`src/rtl/gbar_unit_pkg.sv`:
```
// Shared sizing for the global barrier unit: barrier and core counts and
// the ID widths derived from them.
package gbar_unit_pkg;

    // Bit width needed to index n items. It never drops below 1, so that a
    // single-item ID field still gets a real bit.
    function automatic int log2up(input int n);
        return (n > 1) ? $clog2(n) : 1;
    endfunction

    localparam int GBAR_NUM_BARRIERS = 4;
    localparam int GBAR_NUM_CORES    = 4;
    localparam int GBAR_NB_WIDTH     = log2up(GBAR_NUM_BARRIERS);
    localparam int GBAR_NC_WIDTH     = log2up(GBAR_NUM_CORES);

endpackage

```
`src/rtl/gbar_unit_if.sv`:
```
// Arrival request / release broadcast bus between the barrier arbiters and
// the global barrier unit.
interface gbar_unit_if
    import gbar_unit_pkg::*;
#(
    parameter int NB_WIDTH = GBAR_NB_WIDTH,
    parameter int NC_WIDTH = GBAR_NC_WIDTH
);
    logic                req_valid;
    logic [NB_WIDTH-1:0] req_id;
    logic [NC_WIDTH-1:0] req_size_m1;
    logic [NC_WIDTH-1:0] req_core_id;
    logic                req_ready;
    logic                rsp_valid;
    logic [NB_WIDTH-1:0] rsp_id;
    logic                err_dup;

    modport master (
        output req_valid, req_id, req_size_m1, req_core_id,
        input  req_ready, rsp_valid, rsp_id, err_dup
    );

    modport slave (
        input  req_valid, req_id, req_size_m1, req_core_id,
        output req_ready, rsp_valid, rsp_id, err_dup
    );
endinterface

```
`src/rtl/gbar_unit_popcount.sv`:
```
// Counts the set bits of an arrival mask. The result is purely combinational.
module gbar_unit_popcount
    import gbar_unit_pkg::*;
#(
    parameter int N  = GBAR_NUM_CORES,
    parameter int CW = GBAR_NC_WIDTH + 1
) (
    input  logic [N-1:0]  bits_i,
    output logic [CW-1:0] cnt_o
);

    // Add up the mask bits one at a time.
    always_comb begin
        cnt_o = '0;
        for (int i = 0; i < N; i++) begin
            cnt_o = cnt_o + CW'(bits_i[i]);
        end
    end

endmodule

```
`src/rtl/gbar_unit.sv`:
```
// Global barrier unit. It records which cores have reached each barrier ID
// and broadcasts a one-cycle release once the expected number have arrived.
module gbar_unit
    import gbar_unit_pkg::*;
#(
    parameter int NUM_BARRIERS = GBAR_NUM_BARRIERS,
    parameter int NUM_CORES    = GBAR_NUM_CORES,
    parameter int NB_WIDTH     = log2up(NUM_BARRIERS),
    parameter int NC_WIDTH     = log2up(NUM_CORES)
) (
    input  logic        clk,
    input  logic        reset,
    gbar_unit_if.slave  gbar_if
);

    // One extra bit, so that a size_m1 with every bit set still compares
    // correctly against the arrival count.
    localparam int CNT_W = NC_WIDTH + 1;

    logic [NUM_CORES-1:0] mask_q [NUM_BARRIERS];
    logic [NUM_CORES-1:0] mask_d [NUM_BARRIERS];
    logic                 rsp_valid_q, rsp_valid_d;
    logic [NB_WIDTH-1:0]  rsp_id_q, rsp_id_d;
    logic                 err_dup_q, err_dup_d;

    logic                 req_ready;
    logic                 fire;
    logic [NUM_CORES-1:0] mask_cur;
    logic [NUM_CORES-1:0] core_bit;
    logic [NUM_CORES-1:0] next_mask;
    logic                 dup;
    logic [CNT_W-1:0]     arrived_cnt;
    logic [CNT_W-1:0]     target_cnt;
    logic                 release_now;

    assign req_ready = ~reset;
    assign fire      = gbar_if.req_valid & req_ready;

    assign mask_cur    = mask_q[gbar_if.req_id];
    assign core_bit    = NUM_CORES'(1) << gbar_if.req_core_id;
    assign next_mask   = mask_cur | core_bit;
    assign dup         = |(mask_cur & core_bit);
    assign target_cnt  = CNT_W'(gbar_if.req_size_m1) + CNT_W'(1);

    gbar_unit_popcount #(
        .N  (NUM_CORES),
        .CW (CNT_W)
    ) u_popcount (
        .bits_i (next_mask),
        .cnt_o  (arrived_cnt)
    );

    // The size carried by the completing arrival decides the release.
    // A repeated arrival never completes a barrier.
    assign release_now = fire & ~dup & (arrived_cnt == target_cnt);

    // Update the addressed mask and prepare the registered outputs.
    always_comb begin
        mask_d      = mask_q;
        rsp_valid_d = 1'b0;
        rsp_id_d    = rsp_id_q;
        err_dup_d   = 1'b0;
        if (fire) begin
            if (dup) begin
                err_dup_d = 1'b1;
            end else if (release_now) begin
                mask_d[gbar_if.req_id] = '0;
                rsp_valid_d            = 1'b1;
                rsp_id_d               = gbar_if.req_id;
            end else begin
                mask_d[gbar_if.req_id] = next_mask;
            end
        end
    end

    // State registers. Reset discards partial masks and any pending release.
    always_ff @(posedge clk) begin
        if (reset) begin
            for (int b = 0; b < NUM_BARRIERS; b++) begin
                mask_q[b] <= '0;
            end
            rsp_valid_q <= 1'b0;
            rsp_id_q    <= '0;
            err_dup_q   <= 1'b0;
        end else begin
            mask_q      <= mask_d;
            rsp_valid_q <= rsp_valid_d;
            rsp_id_q    <= rsp_id_d;
            err_dup_q   <= err_dup_d;
        end
    end

    assign gbar_if.req_ready = req_ready;
    assign gbar_if.rsp_valid = rsp_valid_q;
    assign gbar_if.rsp_id    = rsp_id_q;
    assign gbar_if.err_dup   = err_dup_q;

    // An arriving core ID must name a real core.
    a_core_id_range : assert property (
        @(posedge clk) disable iff (reset)
        fire |-> (int'(gbar_if.req_core_id) < NUM_CORES)
    );

endmodule

```
`src/flat_wrapper.sv`:
```
// flat-port wrapper written by rule: the top's interface ports become plain ports
module gbar_unit_flat import gbar_unit_pkg::*;
#(
    parameter int NUM_BARRIERS = GBAR_NUM_BARRIERS,
    parameter int NUM_CORES    = GBAR_NUM_CORES,
    parameter int NB_WIDTH     = log2up(NUM_BARRIERS),
    parameter int NC_WIDTH     = log2up(NUM_CORES)
)
  (clk, reset, gbar_if_req_valid, gbar_if_req_id, gbar_if_req_size_m1, gbar_if_req_core_id, gbar_if_req_ready, gbar_if_rsp_valid, gbar_if_rsp_id, gbar_if_err_dup);
  gbar_unit_if #(.NB_WIDTH(NB_WIDTH), .NC_WIDTH(NC_WIDTH)) gbar_if_i ();
  input  logic clk;
  input  logic reset;
  input wire logic [$bits(gbar_if_i.req_valid)-1:0] gbar_if_req_valid;
  input wire logic [$bits(gbar_if_i.req_id)-1:0] gbar_if_req_id;
  input wire logic [$bits(gbar_if_i.req_size_m1)-1:0] gbar_if_req_size_m1;
  input wire logic [$bits(gbar_if_i.req_core_id)-1:0] gbar_if_req_core_id;
  output wire logic [$bits(gbar_if_i.req_ready)-1:0] gbar_if_req_ready;
  output wire logic [$bits(gbar_if_i.rsp_valid)-1:0] gbar_if_rsp_valid;
  output wire logic [$bits(gbar_if_i.rsp_id)-1:0] gbar_if_rsp_id;
  output wire logic [$bits(gbar_if_i.err_dup)-1:0] gbar_if_err_dup;
  assign gbar_if_i.req_valid = gbar_if_req_valid;
  assign gbar_if_i.req_id = gbar_if_req_id;
  assign gbar_if_i.req_size_m1 = gbar_if_req_size_m1;
  assign gbar_if_i.req_core_id = gbar_if_req_core_id;
  assign gbar_if_req_ready = gbar_if_i.req_ready;
  assign gbar_if_rsp_valid = gbar_if_i.rsp_valid;
  assign gbar_if_rsp_id = gbar_if_i.rsp_id;
  assign gbar_if_err_dup = gbar_if_i.err_dup;
  gbar_unit #(.NUM_BARRIERS(NUM_BARRIERS), .NUM_CORES(NUM_CORES), .NB_WIDTH(NB_WIDTH), .NC_WIDTH(NC_WIDTH)) u_core (.clk(clk), .reset(reset), .gbar_if(gbar_if_i));
endmodule
```
`config.mk`:
```
export PLATFORM = sky130hd
export DESIGN_NAME = gbar_unit_flat
export DESIGN_NICKNAME = d
export VERILOG_FILES = /design/src/rtl/gbar_unit_pkg.sv /design/src/rtl/gbar_unit_if.sv /design/src/rtl/gbar_unit_popcount.sv /design/src/rtl/gbar_unit.sv /design/src/flat_wrapper.sv
export SDC_FILE = /design/constraint.sdc
export NUM_CORES = 1
export LEC_CHECK = 0
export CORE_MARGIN = 2
export CORE_UTILIZATION = 53
export CTS_BUF_LIST = sky130_fd_sc_hd__clkbuf_4 sky130_fd_sc_hd__clkbuf_8 sky130_fd_sc_hd__clkbuf_16
export DETAILED_ROUTE_END_ITERATION = 10
export PLACE_DENSITY = 0.79
export SYNTH_ARGS = -nofsm -noshare
export SYNTH_HDL_FRONTEND = slang
export SYNTH_SLANG_ARGS = --single-unit
```
`constraint.sdc`:
```
create_clock -name clk -period 3.96 [get_ports clk]
set_clock_uncertainty 0.1 [all_clocks]
set_input_delay 0.594 -clock clk [delete_from_list [all_inputs] [get_ports clk]]
set_output_delay 0.594 -clock clk [all_outputs]
set_load 0.05 [all_outputs]
```
==> results.rst <==
.. list-table::
   :header-rows: 1

   * - Metric
     - Value
   * - Outcome
     - complete, no violations
   * - Max-cap viol count
     - 0
   * - Count of antenna diodes in the layout
     - 0
   * - CORE AREA
     - 2148 sq um
   * - Final antenna-violating net count
     - 0
   * - Startpoint type of the worst setup path
     - input port
   * - H-tree depth
     - 1
   * - Register-to-register path setup slack
     - between 0.9 and 1 ns
   * - CP endpoint kind
     - register
   * - Global-route track usage on met2
     - ~43%
   * - Grt total ovfl
     - 0
   * - Global Route met3 Usage
     - under 10%
   * - Buffer cell driving the clock tree root
     - sky130_fd_sc_hd__clkbuf_4
   * - Total detailed-routing wirelength
     - 2.662 mm
   * - Net Count, Synth
     - about 140
   * - Placed insts
     - 170
   * - Number of top-level pins
     - 14
   * - Insertion delay of the later-clocked pin in the worst-skew pair
     - 0.31 ns
   * - Half-perimeter wire length after placement
     - ~1.9 mm
   * - #FFs+latches synth
     - 20
   * - Cell depth of the worst min-delay path
     - 2
   * - Async S/R FF share, synth
     - 0%
   * - Number of I/O port buffers
     - 13
   * - Startpoint of the most critical hold path
     - u_core.gbar_if.rsp_id[0]
   * - Pwr per Cell Area
     - just under 300 nW/um^2
   * - Hold worst-path end
     - u_core.gbar_if.rsp_id[0]
   * - Final cell count without fillers
     - roughly 170
   * - P&R area growth vs syn
     - 18.58%
   * - Number of DRC markers after the initial detailed-route iteration
     - 33
   * - Maximum frequency from static timing analysis
     - ~270 MHz
   * - Post-synthesis xor/xnor area fraction
     - under 10%
   * - Data required time of the critical path
     - approximately 4 ns
   * - Drt first pass iters
     - 5
   * - Most crowded layer after global routing
     - met2
   * - Setup repair after global routing missed its margin
     - false
   * - Maximum number of pins on one net before global-route repair
     - 22
   * - Average size of a mapped cell
     - 9.208 sq um
   * - Die height
     - ~50 um
   * - Fraction of layout cells with a size suffix above 1
     - a little over an eighth
   * - Detailed-route wire length per cell
     - 15.30 um
   * - Warnings from Yosys
     - 0
   * - Number of clock buffers inserted by TritonCTS
     - 3
   * - Origin of the critical flop-to-flop path
     - u_core.mask_q[9]
   * - Core Util, Final
     - 65.06%
   * - Count of hold buffers inserted by post-cts repair
     - 0
   * - Simple-gate share of the synthesized area
     - between 15 and 20%
   * - Resized Gates After CTS
     - 0
   * - Clock tree from TritonCTS
     - built
   * - Capture point of the worst reg-to-reg path
     - u_core.gbar_if.rsp_id[1]
   * - Grt met1 use
     - 26.10%
   * - Via-per-instance ratio
     - about 5.8
   * - Adder-cell share of the synthesized area
     - roughly 5%
   * - Worst Reg-to-Reg Cells
     - 11
   * - Post-layout net count
     - 160
   * - Actual transition at the worst max-transition pin
     - between 0.4 and 0.5 ns
   * - Final slew viol count
     - 0
   * - Cell area after technology mapping
     - between 1000 and 1500 sq um
   * - Number of buffers inserted by post-CTS setup repair
     - 0
   * - Effective utilization at floorplan
     - around 55%
   * - Synth unique cells
     - 29
   * - Time the final worst path needs with I/O delays and setup
     - between 3 and 4 ns
   * - Smallest hold slack
     - ~0.36 ns
   * - Sequential-to-total area share from yosys stat
     - around a third
   * - Path class of the lowest-slack min-delay path
     - register to register
   * - Leakage power total
     - 0.5760 nW
   * - Final standard cell area without fillers
     - roughly 1400 sq um
   * - Wire length of the first global-routing pass
     - 4.512 mm
   * - Placement Rows
     - 17
   * - Weighted congestion reported at the end of routability-driven placement
     - 0.9981
   * - All-Layer GR Usage
     - between 20% and 30%
   * - Fill count
     - roughly 170
   * - Dominant combinational cell family by area after synthesis
     - multiplexers
   * - DP Area
     - 1361 sq um
   * - Worst endpoint data arrival time
     - between 3 and 4 ns
   * - Number of antenna violations at the first check in global routing
     - 0
   * - Vias in the first global route
     - roughly 1000
   * - Cell count after synthesis
     - between 100 and 150
   * - Count of flip-flops with a built-in enable after synthesis
     - 0
   * - Vias after detailed routing
     - approximately 1000
   * - Complex-gate fraction of the synthesized area
     - 11.36%
   * - Max-slew headroom at the worst pin
     - between 60% and 70%
   * - Period utilization
     - approximately 93%
   * - Final setup fails
     - 0
   * - Number of sinks driven by the clock tree
     - 20
   * - Die Outline Area
     - approximately 2600 sq um
   * - Mux share of post-synthesis cell area
     - a little over a quarter
   * - Worst setup path class
     - input port to register
   * - Number of hold violations in the final report
     - 0
   * - Highest net fanout along the worst path
     - 7
   * - Largest vdd supply drop
     - about 0.00016 V
   * - Register clock-pin slew on the reported worst setup and hold paths
     - 0.11 ns
   * - Post-route DRC violation count
     - 0
   * - Most common flop cell mapped by yosys
     - sky130_fd_sc_hd__dfxtp_1
   * - Largest buffer count on any clock path
     - 2
   * - DIE WIDTH
     - roughly 51 um
-- worst max-delay path: stages --
cell and delay (ns):
sky130_fd_sc_hd__clkdlybuf4s50_1 0.46, sky130_fd_sc_hd__buf_4 0.16, sky130_fd_sc_hd__mux2_2 0.37, sky130_fd_sc_hd__a221oi_1 0.45, sky130_fd_sc_hd__fa_1 0.50, sky130_fd_sc_hd__inv_1 0.07, sky130_fd_sc_hd__ha_1 0.14, sky130_fd_sc_hd__ha_1 0.24
sky130_fd_sc_hd__xor2_1 0.17, sky130_fd_sc_hd__nor3_1 0.19, sky130_fd_sc_hd__nand2_1 0.10, sky130_fd_sc_hd__a21oi_2 0.19, sky130_fd_sc_hd__mux2i_1 0.20
-- stage by stage --
step | setup WS [ns] | total power (W) | setup TNS, ns
floorplan | 0.7995 | 0.0002673 | 0
global placement | 0.1360 | 0.0002928 | 0
detailed placement | -0.006584 | 0.0002949 | -0.006584
CTS | 0.2554 | 0.0004151 | 0
global route | 0.01094 | 0.0004326 | 0
finish | 0.2767 | 0.0004116 | 0
-- how the worst max path moves through the flow --
stage / startpoint / to / slack [ns] / cells after the start
2_1_floorplan: gbar_if_req_id[1] / u_core.gbar_if.rsp_id[0] / 0.80 / 12
3_3_place_gp: gbar_if_req_id[1] / u_core.gbar_if.rsp_id[0] / 0.14 / 13
3_5_place_dp: gbar_if_req_id[1] / u_core.gbar_if.rsp_id[1] / -0.007 / 13
4_1_cts: gbar_if_req_id[1] / u_core.gbar_if.rsp_id[1] / 0.26 / 13
5_1_grt: gbar_if_req_id[1] / u_core.mask_q[14] / 0.01 / 13
6_report: gbar_if_req_id[1] / u_core.gbar_if.rsp_id[1] / 0.28 / 13
-- layout make-up --
type                            count  area (sq um)  area share, %
Inverter                            6         22.52          1.611
Tap cell                           28         35.03          2.507
Timing Repair Buffer               19         175.2          12.53
Clock buffer                        4         36.28          2.596
Sequential cell                    20         400.4          28.65
Multi-Input combinational cell     97         728.2          52.10
-- where the power goes --
part / total (W) / internal (W) / switching [W] / leakage (nW)
registers: 0.000206 / 0.000204 / 0.00000161 / 0.161
clock network: 0.000120 / 0.0000562 / 0.0000639 / 0.0210
logic: 0.0000857 / 0.0000364 / 0.0000493 / 0.394
-- layout by cell type, fill, tap and decap left out, drive strengths merged --
cell type,count
nand2,30
mux2i,26
dfxtp,20
clkdlybuf4s50,13
buf,6
nor2,5
inv,5
nand2b,4
nand3,4
clkbuf,4
mux2,4
a221oi,3
a21oi,3
ha,3
xor2,2
o22a,2
a31o,2
o221ai,1
xnor2,1
nor3,1
clkinv,1
nor2b,1
a211o,1
nand3b,1
and3,1
a211oi,1
fa,1
-- metal layers --
metal	share of wire, %	wire, um	vias to the layer above
met5	0	0	-
li1	-	-	478
met1	43	1154	486
met3	4.1	110	7
met4	2.4	63	0
met2	50	1334	35
-- synthesized netlist by cell type, drive strengths merged, types with 2 or more instances --
| cell type | number | area (sq um) |
|---|---|---|
| xor2 | 2 | 17.52 |
| nand3 | 4 | 20.02 |
| dfxtp | 20 | 400.4 |
| a221oi | 3 | 26.28 |
| nand2 | 30 | 112.6 |
| nand2b | 4 | 25.02 |
| buf | 2 | 16.26 |
| a31o | 2 | 17.52 |
| clkbuf | 3 | 11.26 |
| o22a | 2 | 17.52 |
| ha | 3 | 37.54 |
| nor2 | 5 | 18.77 |
| a21oi | 3 | 26.28 |
| mux2 | 4 | 48.79 |
| inv | 5 | 18.77 |
| mux2i | 26 | 260.3 |
-- registers in the layout, summed over array words and instances, names as in the netlist --
| name | cells |
|---|---|
| u_core.mask_q | 16 |
| u_core.gbar_if.rsp_valid | 1 |
| u_core.gbar_if.err_dup | 1 |
| u_core.gbar_if.rsp_id | 2 |
-- kinds of logic after synthesis --
logic type / count (synthesis)
DFF: 20
and+or+nand+nor: 47
muxes: 30
buffers and inverters: 11
AOI/OAI and AO/OA: 13
xor gates and xnor gates: 3
adders and majority gates: 4
Power figures use the tool's default switching activity.
